<file path="src/rtl/fetch_queue_pkg.sv">
// Shared types and defaults for the fetch queue: entry layout and size defaults.
package fetch_queue_pkg;

  localparam int FQ_DATA_WIDTH = 32;
  localparam int FQ_DEPTH      = 4;

  typedef struct packed {
    logic [FQ_DATA_WIDTH-1:0] pc;
    logic [FQ_DATA_WIDTH-1:0] instruction;
  } fq_entry_t;

endpackage

</file>
<file path="src/rtl/fetch_queue_ram.sv">
// Entry storage for the fetch queue: one synchronous write port, one
// combinational read port, whole array cleared on reset.
module fetch_queue_ram
  import fetch_queue_pkg::*;
#(
  parameter int DEPTH = FQ_DEPTH,
  parameter int AW    = $clog2(DEPTH)
) (
  input  logic      clk,
  input  logic      reset,
  input  logic      wr_en,
  input  logic [AW-1:0] wr_addr,
  input  fq_entry_t wr_data,
  input  logic [AW-1:0] rd_addr,
  output fq_entry_t rd_data
);

  fq_entry_t mem [DEPTH];

  always_ff @(posedge clk) begin
    if (reset) begin
      for (int i = 0; i < DEPTH; i++) begin
        mem[i] <= '0;
      end
    end else if (wr_en) begin
      mem[wr_addr] <= wr_data;
    end
  end

  assign rd_data = mem[rd_addr];

endmodule

</file>
<file path="src/rtl/fetch_queue.sv">
// Instruction fetch queue between fetch and decode: no fall-through, no
// bypass when full, flush discards everything including the offered entry.
module fetch_queue
  import fetch_queue_pkg::*;
#(
  // Must equal FQ_DATA_WIDTH, since entries are stored as fq_entry_t.
  parameter int DATA_WIDTH = FQ_DATA_WIDTH,
  parameter int DEPTH      = FQ_DEPTH
) (
  input  logic                    clk,
  input  logic                    reset,
  input  logic                    i_Flush,
  input  logic                    i_Valid,
  input  logic [DATA_WIDTH-1:0]   i_PC,
  input  logic [DATA_WIDTH-1:0]   i_Instruction,
  output logic                    o_Ready,
  output logic                    o_Valid,
  output logic [DATA_WIDTH-1:0]   o_PC,
  output logic [DATA_WIDTH-1:0]   o_Instruction,
  input  logic                    i_Ready,
  output logic [$clog2(DEPTH):0]  o_Count
);

  localparam int PW = $clog2(DEPTH);
  localparam int CW = PW + 1;
  localparam logic [CW-1:0] FULL_COUNT = CW'(DEPTH);

  logic [PW-1:0] wr_ptr;
  logic [PW-1:0] rd_ptr;
  logic [CW-1:0] count;
  logic          push;
  logic          pop;
  fq_entry_t     wr_entry;
  fq_entry_t     rd_entry;

  assign o_Ready = (count < FULL_COUNT) && !i_Flush;
  assign o_Valid = (count != '0) && !i_Flush;
  assign push    = i_Valid && o_Ready;
  assign pop     = o_Valid && i_Ready;

  assign wr_entry.pc          = i_PC;
  assign wr_entry.instruction = i_Instruction;

  fetch_queue_ram #(
    .DEPTH (DEPTH)
  ) u_ram (
    .clk     (clk),
    .reset   (reset),
    .wr_en   (push),
    .wr_addr (wr_ptr),
    .wr_data (wr_entry),
    .rd_addr (rd_ptr),
    .rd_data (rd_entry)
  );

  always_ff @(posedge clk) begin
    if (reset || i_Flush) begin
      wr_ptr <= '0;
      rd_ptr <= '0;
      count  <= '0;
    end else begin
      if (push) wr_ptr <= wr_ptr + 1'b1;
      if (pop)  rd_ptr <= rd_ptr + 1'b1;
      case ({push, pop})
        2'b10:   count <= count + 1'b1;
        2'b01:   count <= count - 1'b1;
        default: count <= count;
      endcase
    end
  end

  // Head fields are forced to zero whenever nothing is presented to decode.
  assign o_PC          = o_Valid ? rd_entry.pc          : '0;
  assign o_Instruction = o_Valid ? rd_entry.instruction : '0;
  assign o_Count       = count;

endmodule
</file>
<file path="config.mk">
export PLATFORM = sky130hd
export DESIGN_NAME = fetch_queue
export DESIGN_NICKNAME = d
export VERILOG_FILES = /design/src/rtl/fetch_queue_pkg.sv /design/src/rtl/fetch_queue_ram.sv /design/src/rtl/fetch_queue.sv
export SDC_FILE = /design/constraint.sdc
export NUM_CORES = 1
export LEC_CHECK = 0
export CAP_MARGIN = 25
export CORE_MARGIN = 2
export CORE_UTILIZATION = 55
export DETAILED_ROUTE_END_ITERATION = 16
export PLACE_DENSITY = 0.75
export SYNTH_ARGS = -nofsm -noshare
export SYNTH_HDL_FRONTEND = slang
export SYNTH_SLANG_ARGS = --single-unit
</file>
<file path="constraint.sdc">
create_clock -name clk -period 4.3 [get_ports clk]
set_clock_uncertainty 0.2 [all_clocks]
set_input_delay 1.29 -clock clk [delete_from_list [all_inputs] [get_ports clk]]
set_output_delay 1.29 -clock clk [all_outputs]
set_load 0.05 [all_outputs]
</file>
==> results of run 1 <==
[cell type report]
type | count | share of cell area [%]
multi-input cells | 420 | 24.9
repair buffers | 164 | 15.5
clock inverters | 14 | 0.472
clock buffers | 35 | 4.67
inverters | 3 | 0.0746
flip-flops and latches | 265 | 52.1
well taps | 275 | 2.28
[routing by layer]
metal | GRT usage (%) | vias to the layer above | routed length [um]
li1 | - | 3029 | -
met1 | 29.7 | 3479 | 10000
met2 | 39.4 | 186 | 13000
met3 | 4.13 | 48 | 1320
met4 | 6.50 | 2 | 600
met5 | 0 | - | 13
[stage by stage]
step | area, um^2 | utilization [%] | worst slack (ns) | cells
2_1_floorplan | 12000 | - | 0.305 | 746
3_3_place_gp | 14300 | 67.7 | 0.246 | 1127
3_5_place_dp | 14300 | 67.7 | 0.254 | 1127
4_1_cts | 15100 | 71.4 | 0.251 | 1176
5_1_grt | 15100 | 71.4 | 0.195 | 1176
6_report | 15100 | 71.4 | 0.249 | 1176
[how the worst max path moves through the flow]
| stage | slack (ns) | depth (start not counted) | endpoint |
|---|---|---|---|
| after global routing | 0.20 | 5 | o_PC[31] |
| after CTS | 0.25 | 5 | o_Instruction[1] |
| after global placement | 0.25 | 5 | o_Instruction[1] |
| after detailed placement | 0.25 | 5 | o_Instruction[1] |
| final | 0.25 | 5 | o_Instruction[1] |
| after floorplan | 0.30 | 3 | o_Instruction[22] |
[cells in the mapped netlist]
| library cell | n |
|---|---|
| clkbuf_1 | 20 |
| ha_1 | 1 |
| inv_1 | 3 |
| o31ai_1 | 1 |
| nor3b_1 | 1 |
| mux2i_1 | 1 |
| clkbuf_2 | 4 |
| a21o_1 | 3 |
| buf_1 | 5 |
| and3_1 | 66 |
| o21ai_0 | 1 |
| a31o_2 | 1 |
| a21oi_1 | 1 |
| fa_1 | 1 |
| xnor2_1 | 3 |
| xor2_1 | 3 |
| o311ai_0 | 1 |
| buf_2 | 8 |
| nor3_1 | 1 |
| dfxtp_1 | 9 |
| or3_1 | 1 |
| edfxtp_1 | 256 |
| and4bb_2 | 1 |
| buf_4 | 8 |
| nor2_1 | 11 |
| mux4_2 | 64 |
| nor4b_4 | 1 |
| and2_1 | 256 |
| buf_6 | 13 |
| or2_2 | 1 |
[power by group]
| group | internal (mW) | switching [mW] | total [mW] |
|---|---|---|---|
| registers | 2.96 | 0.0353 | 2.99 |
| clock network | 1.16 | 0.914 | 2.07 |
| logic | 0.190 | 0.202 | 0.391 |
| total | 4.30 | 1.15 | 5.46 |
[worst max-delay path: stages]
cell and delay [ns]:
clkdlybuf4s50_1 0.46, nor2_4 0.19, buf_12 0.20, and2_1 0.26, buf_12 0.17
[registers in the layout (all words and copies together), names as in the netlist, named ones only]
signal     cells
u_ram.mem    256
wr_ptr         2
rd_ptr         2
o_Count        3
[placed cells by master, fill, tap and decap left out, drive strengths merged]
cell type	instances
inv	5
nor2	11
nor3	1
clkbuf	35
and4bb	1
and2	256
or3	1
a21oi	1
a31o	1
a21o	3
or2	1
nor3b	1
o21ai	1
o311ai	1
mux4	64
edfxtp	256
ha	1
mux2i	1
nor4b	1
clkinv	12
o31ai	1
and3	66
buf	93
xor2	3
dfxtp	9
clkdlybuf4s50	71
fa	1
xnor2	3
[cell families after synthesis]
group           count (synthesis)
fa+ha+maj                       2
simple gates                  339
xor+xnor                        6
mux                            65
flops                         265
compound gates                  8
buf+inv                        61
==> reports/metrics.csv, run 1 <==
stage;metric;value;unit
run_status;status;finished clean;
setup_path;cp-startpoint;i_Flush;
logic_synthesis;synth_top_area_share;64.3;%
route;via_per_inst;5.73;
logic_synthesis;synth.avg_cell_area;16.0;um^2
setup_path;worstReg2RegEnd;u_ram.mem[0][30];
global_routing;overflow;0;
clock_network;cts_resized;0;
sta;min_period;4.05;ns
setup_path;arrival;2.56;ns
logic_synthesis;synth_largest_area_cell;edfxtp_1;
cells_and_area;fill_cells;1305;
logic_synthesis;ys_types;30;
die;core.rowCount;53;
logic_synthesis;synth_top_family_by_area;simple AND/OR/NAND/NOR gates;
sta;max_freq;247;MHz
cells_and_area;insertedDiodeCount;0;
clock_network;cts_tree;yes;
pwr;powerDensity;361;mW/mm^2
clock_network;cts.path.max_buffers;3;
route;vias;6744;
setup_path;worstSetupStartpointType;input pin;
pwr;p_leak;5.65;nW
logic_synthesis;netlist_area;0.0120;mm^2
global_routing;grt_pass1_wl;39400;um
min_path;hp-class;flip-flop to flip-flop;
logic_synthesis;muxShareOfSynthArea;12.1;%
logic_synthesis;yosysWarnings;0;
setup_path;cp.required;2.81;ns
logic_synthesis;synth_nets;817;
placed_design;gp_congestion;0.739;
route;drcViolationCount;0;
placed_design;dp.final_hpwl;15100;um
min_path;holdPathEnd;rd_ptr[0];
clock_network;clock_sinks;265;
clock_network;cts_made_buffers;27;
sta;hold_viol_final;0;
global_routing;antenna_found_initial;1;
setup_path;rrSetupSlack;1.83;ns
route;drt_wl_total;25000;um
route;first_iter_violations;415;
global_routing;grt_pass1_vias;7439;
setup_path;reg2regPathDepth;4;
die;initial_core_util;56.5;%
run;drv_cap;0;
sta;slew_violations;0;
clock_network;cts_max_level;1;
sta;rsz0062_at_grt;false;
sta;fin_crit_sh;94.2;%
clock_network;worstSkewPairLatency;0.53;ns
setup_path;crit_path_end_kind;primary output;
sta;relSlewSlack;50.0;%
setup_path;crit_type;input pin to primary output;
route;post_drt_wl_per_cell;21.2;um
global_routing;grt.total_usage;22.7;%
logic_synthesis;synthAdderAreaFrac;0.272;%
die;pin_count;138;
global_routing;grt_max_degree;66;
route;ant_nets;0;
cells_and_area;area_delta_synth_final;26.4;%
die;core_area;0.0212;mm^2
logic_synthesis;syn-instance-count;746;
logic_synthesis;synth_compound_area_share;0.482;%
cells_and_area;layout-drive-gt1-share;22.6;%
logic_synthesis;synth_seq_cells;265;
route;drt_pass1_iterations;4;
clock_network;path_clk_slew;0.06;ns
sta;finalSetupTns;0;ns
logic_synthesis;yosys.area_share.xor_xnor;0.440;%
cells_and_area;final_nets;952;
die;die_w;151;um
cells_and_area;regArea;0.00788;mm^2
logic_synthesis;synth-simple-area-share;17.7;%
clock_network;cts_root_buffer;clkbuf_16;
clock_network;holdBufCountCts;0;
logic_synthesis;synth_area_leaders;edfxtp_1, and2_1, mux4_2;
die;die_area;0.0229;mm^2
clock_network;cts_setup_buffers;0;
setup_path;crit_fanout;33;
setup_path;rr_startpoint;wr_ptr[1];
pwr;vdd_drop_max;0.273;mV
sta;setup_viol;0;
min_path;hp-start;rd_ptr[0];
placed_design;port_buffers;137;
die;die_y;151;um
sta;hold_slack;0.350;ns
logic_synthesis;synth-seq-area-share;65.8;%
sta;worstMarginPinSlew;0.751;ns
min_path;whs_path_depth;2;
pwr;total_power;5.46;mW
cells_and_area;multi_input_area;0.00376;mm^2
(Power assumes the default switching activity.)
==> inputs of run 2 (changes only) <==
--- a/config.mk
+++ b/config.mk
@@ -10,6 +10,8 @@
 export CORE_UTILIZATION = 55
 export DETAILED_ROUTE_END_ITERATION = 16
 export PLACE_DENSITY = 0.75
+export RECOVER_POWER = 50
+export SLEW_MARGIN = 30
 export SYNTH_ARGS = -nofsm -noshare
 export SYNTH_HDL_FRONTEND = slang
 export SYNTH_SLANG_ARGS = --single-unit
==> reports/metrics.csv, run 2 (synthesis gave the netlist of run 1 again) <==
stage;metric;value;unit;change
route;post_drt_wl_per_cell;21.3;um;was 21.2 um
sta;hold_viol_final;0;;unchanged
sta;slew_violations;31;;was 0
route;first_iter_violations;382;;was 415
setup_path;worstReg2RegEnd;u_ram.mem[0][30];;unchanged
route;drt_wl_total;25000;um;about the same
cells_and_area;fill_cells;1327;;was 1305
setup_path;rrSetupSlack;1.01;ns;was 1.83 ns
die;die_area;0.0229;mm^2;unchanged
clock_network;worstSkewPairLatency;0.53;ns;about the same
setup_path;crit_path_end_kind;primary output;;unchanged
setup_path;cp_top_family;buffers and inverters;;unchanged
route;drt_pass1_iterations;4;;unchanged
setup_path;cp.required;2.81;ns;about the same
min_path;holdPathEnd;rd_ptr[0];;unchanged
setup_path;reg2regPathDepth;4;;unchanged
setup_path;critPathMaxStageDelay;0.46;ns;about the same
global_routing;overflow;0;;unchanged
die;die_w;151;um;unchanged
route;via_per_inst;5.73;;about the same
die;pin_count;138;;unchanged
setup_path;worstSetupStartpointType;input pin;;unchanged
run_status;status;finished with violations;;was finished clean
sta;max_freq;246;MHz;was 247 MHz
clock_network;clock_sinks;265;;unchanged
cells_and_area;layout-drive-gt1-share;21.4;%;was 22.6%
cells_and_area;layout_common_cells;edfxtp_1, and2_1, buf_12, clkdlybuf4s50_1, and3_1;;was and2_1, edfxtp_1, buf_12, clkdlybuf4s50_1
global_routing;grt_pass1_vias;7439;;unchanged
cells_and_area;area_delta_synth_final;25.4;%;was 26.4%
cells_and_area;largest_reg_flops;256;;unchanged
placed_design;dp_cells;1127;;unchanged
clock_network;cts_root_buffer;clkbuf_16;;unchanged
clock_network;cts_setup_buffers;0;;unchanged
setup_path;critPathBufInv;3;;unchanged
sta;finalSetupTns;0;ns;unchanged
die;die_y;151;um;unchanged
clock_network;cts_resized;0;;unchanged
placed_design;dp.final_hpwl;15100;um;unchanged
cells_and_area;insertedDiodeCount;0;;unchanged
route;vias;6737;;was 6744
placed_design;port_buffers;137;;unchanged
global_routing;grt_max_degree;66;;unchanged
die;core.rowCount;53;;unchanged
clock_network;cts_max_level;1;;unchanged
sta;setup_slack;0.243;ns;was 0.249 ns
sta;min_period;4.06;ns;was 4.05 ns
sta;rsz0062_at_grt;false;;unchanged
min_path;hp-class;flip-flop to flip-flop;;unchanged
die;core_area;0.0212;mm^2;unchanged
min_path;hp-start;rd_ptr[0];;unchanged
cells_and_area;layout.cells.non_filler;1176;;unchanged
cells_and_area;utilization;70.9;%;was 71.4%
cells_and_area;layout_commonest_cell;edfxtp_1;;
sta;setup_viol;0;;unchanged
placed_design;preCtsSetupSlack;0.254;ns;unchanged
route;drcViolationCount;0;;unchanged
run;drv_cap;1;;was 0
pwr;vdd_drop_max;0.269;mV;was 0.273 mV
pwr;powerDensity;364;mW/mm^2;was 361 mW/mm^2
cells_and_area;largest_register;u_ram.mem;;unchanged
sta;fin_crit_sh;94.4;%;was 94.2%
sta;relSlewSlack;-3.91;%;was 50.0%
setup_path;crit_type;input pin to primary output;;unchanged
clock_network;path_clk_slew;0.06;ns;about the same
setup_path;arrival;2.57;ns;was 2.56 ns
setup_path;crit_fanout;33;;unchanged
clock_network;cts.path.max_buffers;3;;unchanged
global_routing;grt_pass1_wl;39400;um;unchanged
run_status;violations;capacitance limit, slew limit;;
setup_path;cpMaxStageDelayCell;clkdlybuf4s50_1;;unchanged
die;initial_core_util;56.5;%;unchanged
global_routing;grt.total_usage;22.7;%;unchanged
sta;worstMarginPinSlew;1.56;ns;was 0.751 ns
clock_network;cts_made_buffers;27;;unchanged
setup_path;crit_chain;clkdlybuf4s50_1, nor2_4, buf_12, and2_1, buf_12;;unchanged
cells_and_area;final_nets;952;;unchanged
global_routing;antenna_found_initial;1;;unchanged
sta;hold_slack;0.350;ns;about the same
setup_path;cp_common_cell;buf_12;;unchanged
pwr;p_leak;5.56;nW;was 5.65 nW
setup_path;rr_startpoint;wr_ptr[1];;unchanged
route;ant_nets;0;;unchanged
clock_network;holdBufCountCts;0;;unchanged
placed_design;gp_congestion;0.739;;unchanged
min_path;whs_path_depth;2;;unchanged
clock_network;cts_tree;yes;;unchanged
## run 2: how the worst max path moves through the flow
stage / start / end / depth (start not counted)
2_1_floorplan: i_Flush / o_Instruction[22] / 3
3_3_place_gp: i_Flush / o_Instruction[1] / 5
3_5_place_dp: i_Flush / o_Instruction[1] / 5
4_1_cts: i_Flush / o_Instruction[1] / 5
5_1_grt: i_Flush / u_ram.mem[2][45] / 6
6_report: i_Flush / o_Instruction[1] / 5
## run 2: final cells by class
type | instances | area [um^2] | share of cell area (%)
Sequential cell | 265 | 7880 | 52.5
Multi-Input combinational cell | 420 | 3710 | 24.8
Timing Repair Buffer | 164 | 2270 | 15.1
Clock buffer | 35 | 706 | 4.71
Tap cell | 275 | 344 | 2.30
Clock inverter | 14 | 71.3 | 0.476
Inverter | 3 | 11.3 | 0.0751
## run 2: power breakdown
part	leakage (nW)	internal, mW	switching, mW
registers	2.68	2.96	0.0355
logic	2.49	0.181	0.201
clock network	0.383	1.16	0.921
## run 2: stage by stage
step | cell area [um^2] | power [mW]
finish | 15000 | 5.46
global route | 15000 | 5.62
global placement | 14300 | 3.42
floorplan | 12000 | 3.23
CTS | 15100 | 5.50
detailed placement | 14300 | 3.44
## run 2: worst min-delay path, cell delays in order (launching register included)
cell	delay (ns)
dfxtp_1	0.34
xor2_1	0.09
nor2_1	0.09
## run 2: per-layer routing
metal	vias to the layer above	routed length [um]	track usage, %
met2	223	12800	39.4
met3	50	1590	4.13
met4	2	638	6.50
li1	3022	-	-
met5	-	13	0
met1	3440	9990	29.7
